--- src/rtl/alloc_arbiter_pkg.sv ---
// Shared configuration for the ReadPipeline allocation front-end.
// N_ICFG: number of requesting input configs.
// ALLOC_INFLIGHT: default depth of the in-order outstanding-allocation FIFO.
package TauCfg;
  localparam int N_ICFG         = 3;
  localparam int ALLOC_INFLIGHT = 8;
endpackage

--- src/rtl/alloc_arbiter_inflight.sv ---
// inflight_fifo: in-order store of granted allocation ids awaiting retire.
// Latency: a pushed id is visible at o_head_dat on the cycle after the push.
// Backpressure: push is dropped when full unless a pop happens the same cycle; pop on empty is ignored.
//
// Ports:
//   i_clk, i_rst        clock, synchronous active-high reset (empties the FIFO)
//   i_push, i_push_dat  write request and id
//   i_pop               remove head entry
//   o_head_dat          oldest entry
//   o_full, o_empty     occupancy flags
//   o_count             number of stored entries (0..DEPTH)
module inflight_fifo #(
  parameter int DEPTH = 8,
  parameter int W     = 2
) (
  input  logic                     i_clk,
  input  logic                     i_rst,
  input  logic                     i_push,
  input  logic [W-1:0]             i_push_dat,
  input  logic                     i_pop,
  output logic [W-1:0]             o_head_dat,
  output logic                     o_full,
  output logic                     o_empty,
  output logic [$clog2(DEPTH):0]   o_count
);
  localparam int AW = $clog2(DEPTH);
  localparam int CW = AW + 1;

  logic [W-1:0]  r_mem [DEPTH];
  logic [AW-1:0] r_wptr;
  logic [AW-1:0] r_rptr;
  logic [CW-1:0] r_count;
  logic          w_do_push;
  logic          w_do_pop;

  assign o_full     = (r_count == CW'(DEPTH));
  assign o_empty    = (r_count == '0);
  assign o_count    = r_count;
  assign o_head_dat = r_mem[r_rptr];

  // A simultaneous pop frees the head slot, so a push into a full FIFO is safe.
  assign w_do_pop  = i_pop && !o_empty;
  assign w_do_push = i_push && (!o_full || w_do_pop);

  // Pointers are exactly AW bits wide; DEPTH is a power of two so they wrap on overflow.
  always_ff @(posedge i_clk) begin
    if (i_rst) begin
      r_wptr  <= '0;
      r_rptr  <= '0;
      r_count <= '0;
    end else begin
      if (w_do_push) r_wptr <= r_wptr + AW'(1);
      if (w_do_pop)  r_rptr <= r_rptr + AW'(1);
      case ({w_do_push, w_do_pop})
        2'b10:   r_count <= r_count + CW'(1);
        2'b01:   r_count <= r_count - CW'(1);
        default: r_count <= r_count;
      endcase
    end
  end

  // Storage is not reset: entries are only read behind a valid count.
  always_ff @(posedge i_clk) begin
    if (w_do_push) r_mem[r_wptr] <= i_push_dat;
  end
endmodule

--- src/rtl/alloc_arbiter.sv ---
// alloc_arbiter: round-robin front end sharing one Allocator alloc port, with in-order free and block-done sequencing.
// Latency: request -> o_alloc_rdy 1 cycle; ack -> o_req_ack same cycle; retire -> o_free_dval 1 cycle.
// Backpressure: no new grant while FIFO full, block-end latched, or a grant is waiting for i_alloc_ack.
//
// Ports:
//   i_clk, i_rst                  clock, synchronous active-high reset
//   i_req_rdy[N_ICFG]             per-config request, held until acked
//   o_req_ack[N_ICFG]             one-hot ack, combinational with i_alloc_ack
//   o_alloc_rdy, o_alloc_id       grant offered to the Allocator (registered)
//   i_alloc_ack                   Allocator accepted the grant
//   i_retire_dval                 oldest outstanding allocation consumed
//   i_blkend_dval                 no further requests in this block
//   o_free_dval, o_free_id        free issued to the Allocator (registered)
//   o_blkdone_dval                block fully drained
//   o_err                         sticky protocol error
module alloc_arbiter #(
  parameter int N_ICFG  = TauCfg::N_ICFG,
  parameter int DEPTH   = TauCfg::ALLOC_INFLIGHT,
  parameter int ICFG_BW = $clog2(N_ICFG + 1)
) (
  input  logic               i_clk,
  input  logic               i_rst,
  input  logic [N_ICFG-1:0]  i_req_rdy,
  output logic [N_ICFG-1:0]  o_req_ack,
  output logic               o_alloc_rdy,
  input  logic               i_alloc_ack,
  output logic [ICFG_BW-1:0] o_alloc_id,
  input  logic               i_retire_dval,
  input  logic               i_blkend_dval,
  output logic               o_free_dval,
  output logic [ICFG_BW-1:0] o_free_id,
  output logic               o_blkdone_dval,
  output logic               o_err
);
  localparam int CW = $clog2(DEPTH) + 1;

  typedef enum logic {IDLE = 1'b0, HOLD = 1'b1} state_t;

  state_t             r_state;
  logic               r_alloc_rdy;
  logic [ICFG_BW-1:0] r_alloc_id;
  logic [ICFG_BW-1:0] r_last_grant;
  logic               r_blkend;
  logic               r_free_dval;
  logic [ICFG_BW-1:0] r_free_id;
  logic               r_err;

  logic               w_push;
  logic               w_pop;
  logic [ICFG_BW-1:0] w_head;
  logic               w_full;
  logic               w_empty;
  logic [CW-1:0]      w_count;
  logic               w_can_grant;
  logic [ICFG_BW-1:0] w_pick;
  logic               w_blkdone;

  // First requester strictly after the previous winner, wrapping modulo N_ICFG.
  function automatic logic [ICFG_BW-1:0] f_rr_pick(
    input logic [N_ICFG-1:0]  req,
    input logic [ICFG_BW-1:0] last
  );
    logic [ICFG_BW-1:0] win;
    logic               found;
    logic [N_ICFG-1:0]  shifted;
    int                 idx;
    win   = '0;
    found = 1'b0;
    for (int i = 1; i <= N_ICFG; i++) begin
      idx     = (int'(last) + i) % N_ICFG;
      shifted = req >> idx;
      if (!found && shifted[0]) begin
        win   = ICFG_BW'(idx);
        found = 1'b1;
      end
    end
    return win;
  endfunction

  assign w_pick      = f_rr_pick(i_req_rdy, r_last_grant);
  assign w_can_grant = (|i_req_rdy) && (w_count < CW'(DEPTH)) && !r_blkend;
  assign w_push      = (r_state == HOLD) && i_alloc_ack;
  assign w_pop       = i_retire_dval && !w_empty;

  // Holding off on a free this cycle orders the last capacity restore ahead of the cursor reset.
  assign w_blkdone   = r_blkend && (r_state == IDLE) && w_empty && !r_free_dval;

  assign o_req_ack      = w_push ? (N_ICFG'(1) << r_alloc_id) : '0;
  assign o_alloc_rdy    = r_alloc_rdy;
  assign o_alloc_id     = r_alloc_id;
  assign o_free_dval    = r_free_dval;
  assign o_free_id      = r_free_id;
  assign o_blkdone_dval = w_blkdone;
  assign o_err          = r_err;

  inflight_fifo #(
    .DEPTH (DEPTH),
    .W     (ICFG_BW)
  ) u_fifo (
    .i_clk      (i_clk),
    .i_rst      (i_rst),
    .i_push     (w_push),
    .i_push_dat (r_alloc_id),
    .i_pop      (w_pop),
    .o_head_dat (w_head),
    .o_full     (w_full),
    .o_empty    (w_empty),
    .o_count    (w_count)
  );

  always_ff @(posedge i_clk) begin
    if (i_rst) begin
      r_state      <= IDLE;
      r_alloc_rdy  <= 1'b0;
      r_alloc_id   <= '0;
      r_last_grant <= ICFG_BW'(N_ICFG - 1);
      r_blkend     <= 1'b0;
      r_free_dval  <= 1'b0;
      r_free_id    <= '0;
      r_err        <= 1'b0;
    end else begin
      case (r_state)
        IDLE: begin
          if (w_can_grant) begin
            r_alloc_id  <= w_pick;
            r_alloc_rdy <= 1'b1;
            r_state     <= HOLD;
          end
        end
        HOLD: begin
          // Grant completes even if the requester has since dropped its request.
          if (i_alloc_ack) begin
            r_last_grant <= r_alloc_id;
            r_alloc_rdy  <= 1'b0;
            r_state      <= IDLE;
          end
        end
        default: begin
          r_state     <= IDLE;
          r_alloc_rdy <= 1'b0;
        end
      endcase

      r_free_dval <= w_pop;
      if (w_pop) r_free_id <= w_head;

      if (w_blkdone)          r_blkend <= 1'b0;
      else if (i_blkend_dval) r_blkend <= 1'b1;

      if ((i_retire_dval && w_empty) ||
          (i_blkend_dval && r_blkend) ||
          (w_push && w_full && !w_pop))
        r_err <= 1'b1;
    end
  end
endmodule

--- config.mk ---
export PLATFORM = sky130hd
export DESIGN_NAME = alloc_arbiter
export DESIGN_NICKNAME = d
export VERILOG_FILES = /design/src/rtl/alloc_arbiter_pkg.sv /design/src/rtl/alloc_arbiter_inflight.sv /design/src/rtl/alloc_arbiter.sv
export SDC_FILE = /design/constraint.sdc
export NUM_CORES = 1
export LEC_CHECK = 0
export CAP_MARGIN = 20
export CORE_MARGIN = 3
export CORE_UTILIZATION = 35
export CTS_CLUSTER_DIAMETER = 120
export DETAILED_ROUTE_END_ITERATION = 12
export GPL_ROUTABILITY_DRIVEN = 0
export GPL_TIMING_DRIVEN = 0
export PLACE_DENSITY = 0.55
export SLEW_MARGIN = 20
export SYNTH_ARGS = -nofsm -noshare
export SYNTH_HDL_FRONTEND = slang
export SYNTH_SLANG_ARGS = --single-unit
export TNS_END_PERCENT = 100
--- constraint.sdc ---
create_clock -name i_clk -period 3.3 [get_ports i_clk]
set_clock_uncertainty 0.1 [all_clocks]
set_input_delay 0.99 -clock i_clk [delete_from_list [all_inputs] [get_ports i_clk]]
set_output_delay 0.99 -clock i_clk [all_outputs]
set_load 0.02 [all_outputs]
# After elaboration in Yosys (flattened, before gate mapping)
# Memory sizes are Yosys's and may differ from the RTL's. A register that Yosys moved wholly into a read port is not among the register bits.
# Index checks and enable logic that the tools add are counted.
# W data, S select, Z words.
totals:
  register_bits: 19
  mem_bits_rw: 16
  in_bits: 8
  out_inout_bits: 11
  memories: 1
memory_table:
  columns: ["memory", "depth", "width", "rd", "rd_ports_with_merged_regs", "write_ports", "line", "source"]
  rows:
  - ["u_fifo.r_mem", 8, 2, 1, 1, 1, "alloc_arbiter_inflight.sv:29", "logic [W-1:0] r_mem [DEPTH];"]
op_classes:
  add_sub_neg: 7
  n_div: 3
  n_lt_le_gt_ge: 1
  eq_ne: 5
  shift: 4
  mux: 15
  bitwise_logic: 1
  n_reduce_logical: 32
ops:
  columns: ["op", "count"]
  rows:
  - ["$mod A32 B3 Y32 const B", 3]
  - ["$shr A3 B32 Y1", 3]
  - ["$logic_and A1 B1 Y1", 15]
  - ["$mux W1", 8]
  - ["$pmux W4 S2", 1]
  - ["$logic_not A1 Y1", 7]
  - ["$add A2 B2 Y3 const B", 2]
  - ["$add A3 B1 Y3 const B", 2]
  - ["$mux W2", 3]
  - ["$reduce_and A2 Y1", 3]
  - ["$add A4 B1 Y4 const B", 1]
  - ["$eq A4 B4 Y1 const B", 1]
  - ["$logic_not A4 Y1", 1]
  - ["$lt A4 B4 Y1 const B", 1]
  - ["$ne A2 B2 Y1 const B", 2]
  - ["$pmux W1 S2", 2]
  - ["$sub A4 B1 Y4 const B", 1]
  - ["$add A2 B1 Y3 const B", 1]
  - ["$logic_or A1 B1 Y1", 3]
  - ["$mux W3", 1]
  - ["$reduce_or A3 Y1", 1]
  - ["$shl A1 B2 Y3 const A", 1]
  - ["$eq A2 B1 Y1 const B", 1]
  - ["$eq A2 B2 Y1 const B", 1]
  - ["3 further kinds", 3]

# Logic depth before layout (Yosys ltp)
# Gate-level depths: netlist of the first run.
logic_depth:
  word_depth: 10
  mapped_depth: 10

# By module
# Synthesis of the first run repeated with hierarchy kept, for this count alone.
hier_totals:
  cells_unflattened: 187
  area_unflattened_um2: 2072.0
modules_own_cells:
  columns: ["module", "instances", "cells_each", "area_per_inst_um2"]
  rows:
  - ["inflight_fifo", 1, 95, 1276.2]
  - ["alloc_arbiter", 1, 92, 795.8]

# Worst setup path after synthesis of the first run
# No wires, ideal clock.
synth_timing:
  kind: "in2out"
  from: "input port i_alloc_ack"
  to: "output port o_req_ack[2]"
  arrival_time_ps: 1615
  required_ps: 2210
  slack_ps: 595
  cell_stages: 3
  path_buffers: 1
  cell_sequence: "and2_1 > clkbuf_1 > and3_1"
synth_via:
  elab_chain_cells: 2
synth_rtl:
  columns: ["item", "line", "source"]
  rows:
  - ["from (decl)", "alloc_arbiter.sv:26", "input logic i_alloc_ack,"]
  - ["$logic_and A1 B1 Y1", "alloc_arbiter.sv:82", "assign w_push = (r_state == HOLD) && i_alloc_ack;"]
  - ["$mux W3", "alloc_arbiter.sv:88", "assign o_req_ack = w_push ? (N_ICFG'(1) << r_alloc_id) : '0;"]
  - ["to (decl)", "alloc_arbiter.sv:24", "output logic [N_ICFG-1:0] o_req_ack,"]
# Every way passes these cells.

# Worst setup path in the final report of the first run
# Same ends and word-level chain as after synthesis.

==> impl_results.md, run 1 <==
- Sequential-to-total area share from yosys stat: 43.7%
- Maximum clock rate: 0.310 GHz
- DP HPWL: 3110 um
- Initial core utilization: 36.8%
- Hold path startpoint: o_alloc_rdy
- Wire length per cell: 13.9 um
- Count leader, synth: nor2_1
- LEAKAGE: 0.917 nW
- Routed wl met3: 165 um
- First-pass GRT wire length: 7420 um
- Clock sink count: 37
- Detailed Route Iter0 Violations: 86
- Crit. End Element: output pin
- CTS tree: yes
- Status: complete, no violations
- Ys Warns: 0
- Synthesis-stage register bit count: 37
- GRT Util Overall: 14.5%
- WL final: 4230 um
- Worst-Margin Slew: 0.614 ns
- Ys flop type: dfxtp_1
- Crit path kind: in -> out
- Die Wd: 82.8 um
- Clock root buffer: clkbuf_8
- Cts-stage hold buffer count: 0
- PwrDens: 706 nW/um2
- Cell count after placement: 293
- Share of the synthesized area in the top cell type: 23.3%
- Die area: 6850 um2
- Area grow syn2layout: 19.4%
- Top cells by area, synth: edfxtp_1 (23%), dfxtp_1 (20%), ha_1 (8.5%), mux4_2 (4.4%), nor2_1 (4.2%)
- Final hold violations: 0
- Syn Nets: 226
- H-tree lvl count: 2
- Net count reported at finish: 254
- Wire length on met2: 1980 um
- WP data required: 2.21 ns
- Max Used Layer: met4
- Commonest cells post-synth: nor2_1 (23), dfxtp_1 (21), edfxtp_1 (16), nand2_1 (16), ha_1 (14)
- Initial antenna violation count: 0
- Largest net degree at the start of global routing: 15
- Slew Limit Headroom: 58.0%
- I/O Buffers: 18
- Reg2reg start: r_last_grant[1]
- DRC: 0
- WHS: 0.353 ns
- Distinct cell type count after synthesis: 44
- Routed Antenna Nets: 0
- Clock buffer depth: 2
- Post-synth top area cell: edfxtp_1
- Share of cells above drive strength 1: 13.8%
- Max cap viols: 0
- TritonRoute pass-1 iters: 4
- Row count: 27
- End-of-flow core utilization: 43.9%
- RSZ-0062 raised after global routing: false
- Synth Area per Inst: 10.2 um2
- Worst skew pair latency: 0.29 ns
- Remaining Overflow, GRT: 0
- Ant. Diodes: 0
- Asr flop ratio synth: 0%
- Reg clk slew, reported paths: 0.07 ns
- Core area: 5610 um2
- Max-slew violation count: 0
- # setup viols final: 0
- WP data arrival: 2.13 ns
- Post-Layout Cell Count: 304
- Total Negative Setup Slacks: 0 ns
- EDFF count, synth: 16
- Final cycle utilization of the critical path: 97.6%
- Worst Setup Start Kind: input port
- Hold Path Class: reg -> reg
- Vias in the first global route: 1515
- Layout fillers: 561
- I/O pin cnt: 19
- Crit path time final: 3.22 ns
- Mapped Area: 2060 um2
- Num CTS Buffers: 5
- Post-synthesis cell count: 203
- Peak supply drop: 0.310 mV
- Worst Path Max Fanout: 6
- Crit path launch: i_alloc_ack
- Post-Route M1 WL: 2060 um
- Die Ht: 82.8 um
- Via Count: 1546
- Avg Vias per Cell: 5.09
==> state kept, by name, summed over array words and instances (netlist names) <==
register and flops:
u_fifo.o_count 4, r_last_grant 2, u_fifo.r_mem 16, o_free_id 2, o_alloc_id 2, r_blkend 1
o_alloc_rdy 1, r_state 1, u_fifo.r_wptr 3, o_err 1, o_free_dval 1, u_fifo.r_rptr 3
==> kinds of logic after synthesis <==
logic type	share of synthesized area (%)
AO/OA/AOI/OAI	13.2
XOR/XNOR	1.70
adder cells (fa/ha/maj)	9.47
buffers and inverters	3.94
flip-flops	43.7
multiplexers	8.98
AND/OR/NAND/NOR	19.0
==> worst paths after layout <==
kind,depth (start not counted),to,slack [ns]
max reg2reg,9,o_alloc_id[0],0.32
min reg2reg,2,o_alloc_rdy,0.35
min,2,o_alloc_rdy,0.35
max,4,o_req_ack[2],0.08
==> cells in the final DEF (no fill, tap or decap), types with 3 or more instances in the layout <==
cell / instances
clkdlybuf4s50_1: 14
dfxtp_1: 21
clkbuf_1: 7
clkbuf_8: 5
o21ai_0: 3
nand2_1: 15
inv_1: 8
nand3b_1: 3
a21o_1: 3
mux4_2: 4
buf_4: 4
ha_1: 14
o211ai_1: 3
mux2i_1: 5
or2_2: 3
nor2_1: 23
edfxtp_1: 16
a211oi_1: 6
xor2_1: 3
o41ai_1: 3
a21oi_1: 6
mux2_2: 4
nand2b_1: 13
nor2b_1: 3
nor3_1: 9
==> power breakdown <==
| group | internal [mW] | switching (mW) | leakage (nW) |
|---|---|---|---|
| sequential | 0.570 | 0.0876 | 0.320 |
| combinational | 0.320 | 0.369 | 0.543 |
| clock | 0.224 | 0.166 | 0.0552 |
==> per-layer routing <==
metal	vias to the layer above	global-route usage (%)
li1	791	-
met3	3	4.99
met2	25	22.1
met5	-	0
met1	727	19.8
met4	0	3.43
==> critical path, cell delays in order <==
cell,delay [ns]
clkdlybuf4s50_1,0.50
and2_4,0.20
and3_1,0.18
clkdlybuf4s15_2,0.26
==> through the flow <==
stage	worst slack [ns]	cell area [um2]	total power, mW
after floorplan	0.595	2060	1.14
after global placement	-0.606	2330	1.35
after detailed placement	-0.602	2330	1.35
after CTS	-0.00152	2440	1.75
after global routing	0.0266	2460	1.88
final	0.0779	2460	1.74
==> repair_timing <==
item | 4_1_cts | 5_1_grt
setup endpoints to repair | 4 | 3
gates resized for setup | 10 | 5
setup buffers | 0 | 4
endpoints found under the hold margin | 0 | 0
==> final cells by class <==
cell class                 count  area (um2)  share of cell area (%)
buffer                         9        43.8                    1.78
clock buffer                   6        72.6                    2.95
inverter                       9        33.8                    1.37
tap                           72        90.1                    3.66
sequential                    37         901                    36.6
multi-input combinational    147        1080                    44.1
timing repair buffer          22         200                    8.13
clock inverter                 2        35.0                    1.42
Note: power is estimated with default switching activity, not from simulation.
==> run 2: changes to the inputs <==
- SETUP_SLACK_MARGIN: default -> 0.15
==> impl_results.md, run 2 (synthesis gave the netlist of run 1 again) <==
- Reg clk slew, reported paths: 0.08 ns
- DP HPWL: 3110 um
- WHS: 0.353 ns
- Detailed Route Iter0 Violations: 85
- WL final: 4290 um
- Crit path time final: 3.01 ns
- Total power: 1.75 mW
- WP data arrival: 1.92 ns
- Max-slew violation count: 0
- Die area: 6850 um2
- Die Ht: 82.8 um
- Area grow syn2layout: 18.9%
- Share of cells above drive strength 1: 13.5%
- Vias in the first global route: 1517
- GRT Util Overall: 14.5%
- Net count reported at finish: 251
- Final cycle utilization of the critical path: 91.2%
- I/O Buffers: 18
- Final setup margin: 0.291 ns
- Initial core utilization: 36.8%
- First-pass GRT wire length: 7420 um
- Crit. End Element: output pin
- Avg Vias per Cell: 5.10
- TritonRoute pass-1 iters: 4
- Max reg flops: 16
- Slew Limit Headroom: 63.5%
- Total Negative Setup Slacks: 0 ns
- Most frequent cells in the layout: nor2_1 (23), dfxtp_1 (21), edfxtp_1 (16), nand2_1 (15), ha_1 (14)
- H-tree lvl count: 2
- Clock buffer depth: 2
- Wire length per cell: 14.2 um
- DRC: 0
- Peak supply drop: 0.311 mV
- Routed Antenna Nets: 0
- Hold Path Class: reg -> reg
- Remaining Overflow, GRT: 0
- Crit path kind: reg -> out
- RSZ-0062 raised after global routing: false
- Worst Path Max Fanout: 6
- PwrDens: 712 nW/um2
- I/O pin cnt: 19
- Via Count: 1536
- Largest net degree at the start of global routing: 15
- Cts-stage hold buffer count: 0
- Max cap viols: 0
- Status: complete, no violations
- Worst skew pair latency: 0.30 ns
- Core area: 5610 um2
- Clock sink count: 37
- Worst Setup Start Kind: register
- Biggest register: u_fifo.r_mem
- Most common cell after layout, fill and taps aside: nor2_1
- Num CTS Buffers: 5
- CTS tree: yes
- Maximum clock rate: 0.332 GHz
- Initial antenna violation count: 0
- Clock root buffer: clkbuf_8
- Hold path depth: 2
- WP data required: 2.21 ns
- Reg2reg path depth: 9
- # setup viols final: 0
- Post-CTS Setup Inserts: 0
- LEAKAGE: 0.916 nW
- Post-place setup slack: -0.602 ns
- Ant. Diodes: 0
- Final hold violations: 0
- Worst-Margin Slew: 0.548 ns
- Row count: 27
- Die Wd: 82.8 um
==> run 2: worst paths after layout <==
path	startpoint	endpoint	slack [ns]
max	u_fifo.o_count[2]	o_blkdone_dval	0.29
min	o_alloc_rdy	o_alloc_rdy	0.35
max reg2reg	r_last_grant[1]	o_alloc_id[0]	0.45
min reg2reg	o_alloc_rdy	o_alloc_rdy	0.35
==> run 2: repair_timing <==
action / CTS / global route
resized for setup: 18 / 8
endpoints found under the setup margin: 4 / 6
pin swaps: 0 / 0
==> run 2: per-stage QoR <==
| stage | util [%] | cell area, um2 | instances |
|---|---|---|---|
| floorplan | - | 2060 | 203 |
| global placement | 41.6 | 2330 | 293 |
| detailed placement | 41.6 | 2330 | 293 |
| CTS | 43.3 | 2430 | 301 |
| global route | 43.7 | 2450 | 301 |
| finish | 43.7 | 2450 | 301 |
==> run 2: critical path, cell delays in order, from the launching register on <==
cell and delay (ns):
dfxtp_1 0.36, or3_1 0.38, clkbuf_1 0.20, nor4_2 0.31, dlygate4sd2_1 0.37
==> run 2: cell type report <==
type	instances	area (um2)
inverters	9	33.8
plain buffers	10	55.1
well taps	72	90.1
flip-flops and latches	37	901
clock buffers	6	72.6
repair buffers	18	169
multi-input cells	147	1100
clock inverters	2	35.0
fillers	555	3160
==> run 2: per-layer routing <==
| metal | part of all wire (%) | GRT usage, % | up-vias |
|---|---|---|---|
| met5 | 0 | 0 | - |
| met4 | 0.51 | 3.43 | 0 |
| met3 | 3.5 | 4.99 | 2 |
| met2 | 47 | 22.1 | 21 |
| met1 | 49 | 19.7 | 729 |
| li1 | - | - | 784 |
==> run 2: power breakdown <==
group | switching [mW] | leakage [nW] | internal, mW | total, mW
Clock | 0.170 | 0.0552 | 0.224 | 0.394
Combinational | 0.376 | 0.541 | 0.317 | 0.693
Sequential | 0.0877 | 0.320 | 0.570 | 0.658
Total | 0.634 | 0.916 | 1.11 | 1.75
==> run 3: changes to the inputs <==
- CTS_BUF_LIST: default -> sky130_fd_sc_hd__clkbuf_16
==> impl_results.md, run 3 (synthesis gave the netlist of run 1 again) <==
- WP data arrival: 1.93 ns
- Power Internal: 1.24 mW
- Post-CTS Setup Inserts: 0
- WHS Endpoint: o_alloc_rdy
- # setup viols final: 0
- WL final: 4270 um
- Wire length per cell: 14.2 um
- First-pass GRT wire length: 7530 um
- Hold Path Class: reg -> reg
- Hold path startpoint: o_alloc_rdy
- Clock buffer depth: 2
- Reg2reg start: r_last_grant[1]
- DRC: 0
- Worst Path Max Fanout: 6
- CTS tree: yes
- FF-to-FF End: o_alloc_id[0]
- Reg2reg path depth: 9
- R2r setup slk: 0.46 ns
- Hold path depth: 2
- Worst-Margin Slew: 0.538 ns
- H-tree lvl count: 2
- Routed Antenna Nets: 0
- Total power: 1.88 mW
- Core area: 5610 um2
- Clock root buffer: clkbuf_16
- Most frequent cells in the layout: nor2_1 (23), dfxtp_1 (21), edfxtp_1 (16), nand2_1 (15), ha_1 (14)
- End-of-flow core utilization: 44.6%
- Clock sink count: 37
- Share of cells above drive strength 1: 13.1%
- Avg Vias per Cell: 5.11
- RSZ-0062 raised after global routing: false
- Max-slew violation count: 0
- Crit path time final: 3.02 ns
- Switching part of the total power: 34.0%
- TritonRoute pass-1 iters: 4
- Die Wd: 82.8 um
- Register share of total power: 35.1%
- Peak supply drop: 0.380 mV
- Crit path kind: reg -> out
- Max reg flops: 16
- Vias in the first global route: 1525
- Remaining Overflow, GRT: 0
- DP HPWL: 3110 um
- Detailed Route Iter0 Violations: 92
- Reg clk slew, reported paths: 0.06 ns
- Crit. End Element: output pin
- Die area: 6850 um2
- Row count: 27
- Max cap viols: 0
- Largest net degree at the start of global routing: 15
- Die Ht: 82.8 um
- Logic pwr share: 36.6%
- Num CTS Buffers: 5
- Worst Setup Start Kind: register
- Final cycle utilization of the critical path: 91.6%
- LEAKAGE: 0.945 nW
- Ant. Diodes: 0
- Via Count: 1538
- Area grow syn2layout: 21.4%
- Final hold violations: 0
- Initial antenna violation count: 0
- GRT Util Overall: 14.7%
- Biggest register: u_fifo.r_mem
- Maximum clock rate: 0.331 GHz
- Status: complete, no violations
- I/O Buffers: 18
- I/O pin cnt: 19
- Clock power share: 28.3%
- Net count reported at finish: 251
- PwrDens: 750 nW/um2
- Most common cell after layout, fill and taps aside: nor2_1
- WP data required: 2.21 ns
- Initial core utilization: 36.8%
- Worst skew pair latency: 0.28 ns
- Switch Pwr: 0.639 mW
- Slew Limit Headroom: 64.2%
run 3: cell types whose count changed in the layout (fill, tap and decap cells not counted):
cell	delta
nor4_1	+1
inv_1	+1
clkbuf_8	-5
clkbuf_1	-1
nor4_2	-1
clkbuf_16	+5
run 3: power groups by stage:
| stage | sequential (mW) | combinational [mW] | clock (mW) |
|---|---|---|---|
| after global placement | 0.668 | 0.681 | 0 |
| final | 0.658 | 0.688 | 0.531 |
| after floorplan | 0.680 | 0.463 | 0 |
| after detailed placement | 0.669 | 0.684 | 0 |
| after global routing | 0.677 | 0.777 | 0.564 |
| after CTS | 0.661 | 0.683 | 0.542 |
run 3: critical path: stages, from the launching register on:
cell	delay, ns
dfxtp_1	0.35
or3_1	0.37
clkbuf_1	0.20
nor4_1	0.36
dlygate4sd2_1	0.38
run 3: worst max-delay path by stage:
stage | from | endpoint | slack (ns) | depth (start not counted)
after floorplan | i_alloc_ack | o_req_ack[2] | 0.60 | 3
after global placement | i_alloc_ack | o_req_ack[2] | -0.61 | 5
after detailed placement | i_alloc_ack | o_req_ack[2] | -0.60 | 5
after CTS | i_alloc_ack | o_req_ack[2] | 0.03 | 5
after global routing | u_fifo.o_count[2] | o_blkdone_dval | 0.17 | 4
final | u_fifo.o_count[2] | o_blkdone_dval | 0.28 | 4
run 3: layout make-up:
class	instances	area, um2
multi-input cells	147	1090
fillers	545	3110
clock inverters	3	38.8
flip-flops and latches	37	901
repair buffers	18	169
inverters	9	33.8
clock buffers	5	125
well taps	72	90.1
plain buffers	10	55.1
run 3: stage by stage:
step	instance area (um2)	cells	TNS, ns	setup slack (ns)	hold WS (ns)
6_report	2500	301	0	0.276	0.350
5_1_grt	2500	301	0	0.170	0.389
4_1_cts	2490	301	0	0.0266	0.355
3_5_place_dp	2330	293	-1.42	-0.602	0.347
3_3_place_gp	2330	293	-1.46	-0.606	0.344
2_1_floorplan	2060	203	0	0.595	0.375
run 3: repair_timing:
action,4_1_cts,5_1_grt
gates resized for setup,18,7
endpoints found under the setup margin,4,5
hold endpoints to repair,0,0
hold buffers,0,0
run 3: routing by layer:
metal,up-vias,share of wire [%],track usage (%)
met1,723,48,19.8
met5,-,0,0
met2,24,47,22.8
met4,0,0.94,4.41
met3,4,3.8,4.01
li1,787,-,-
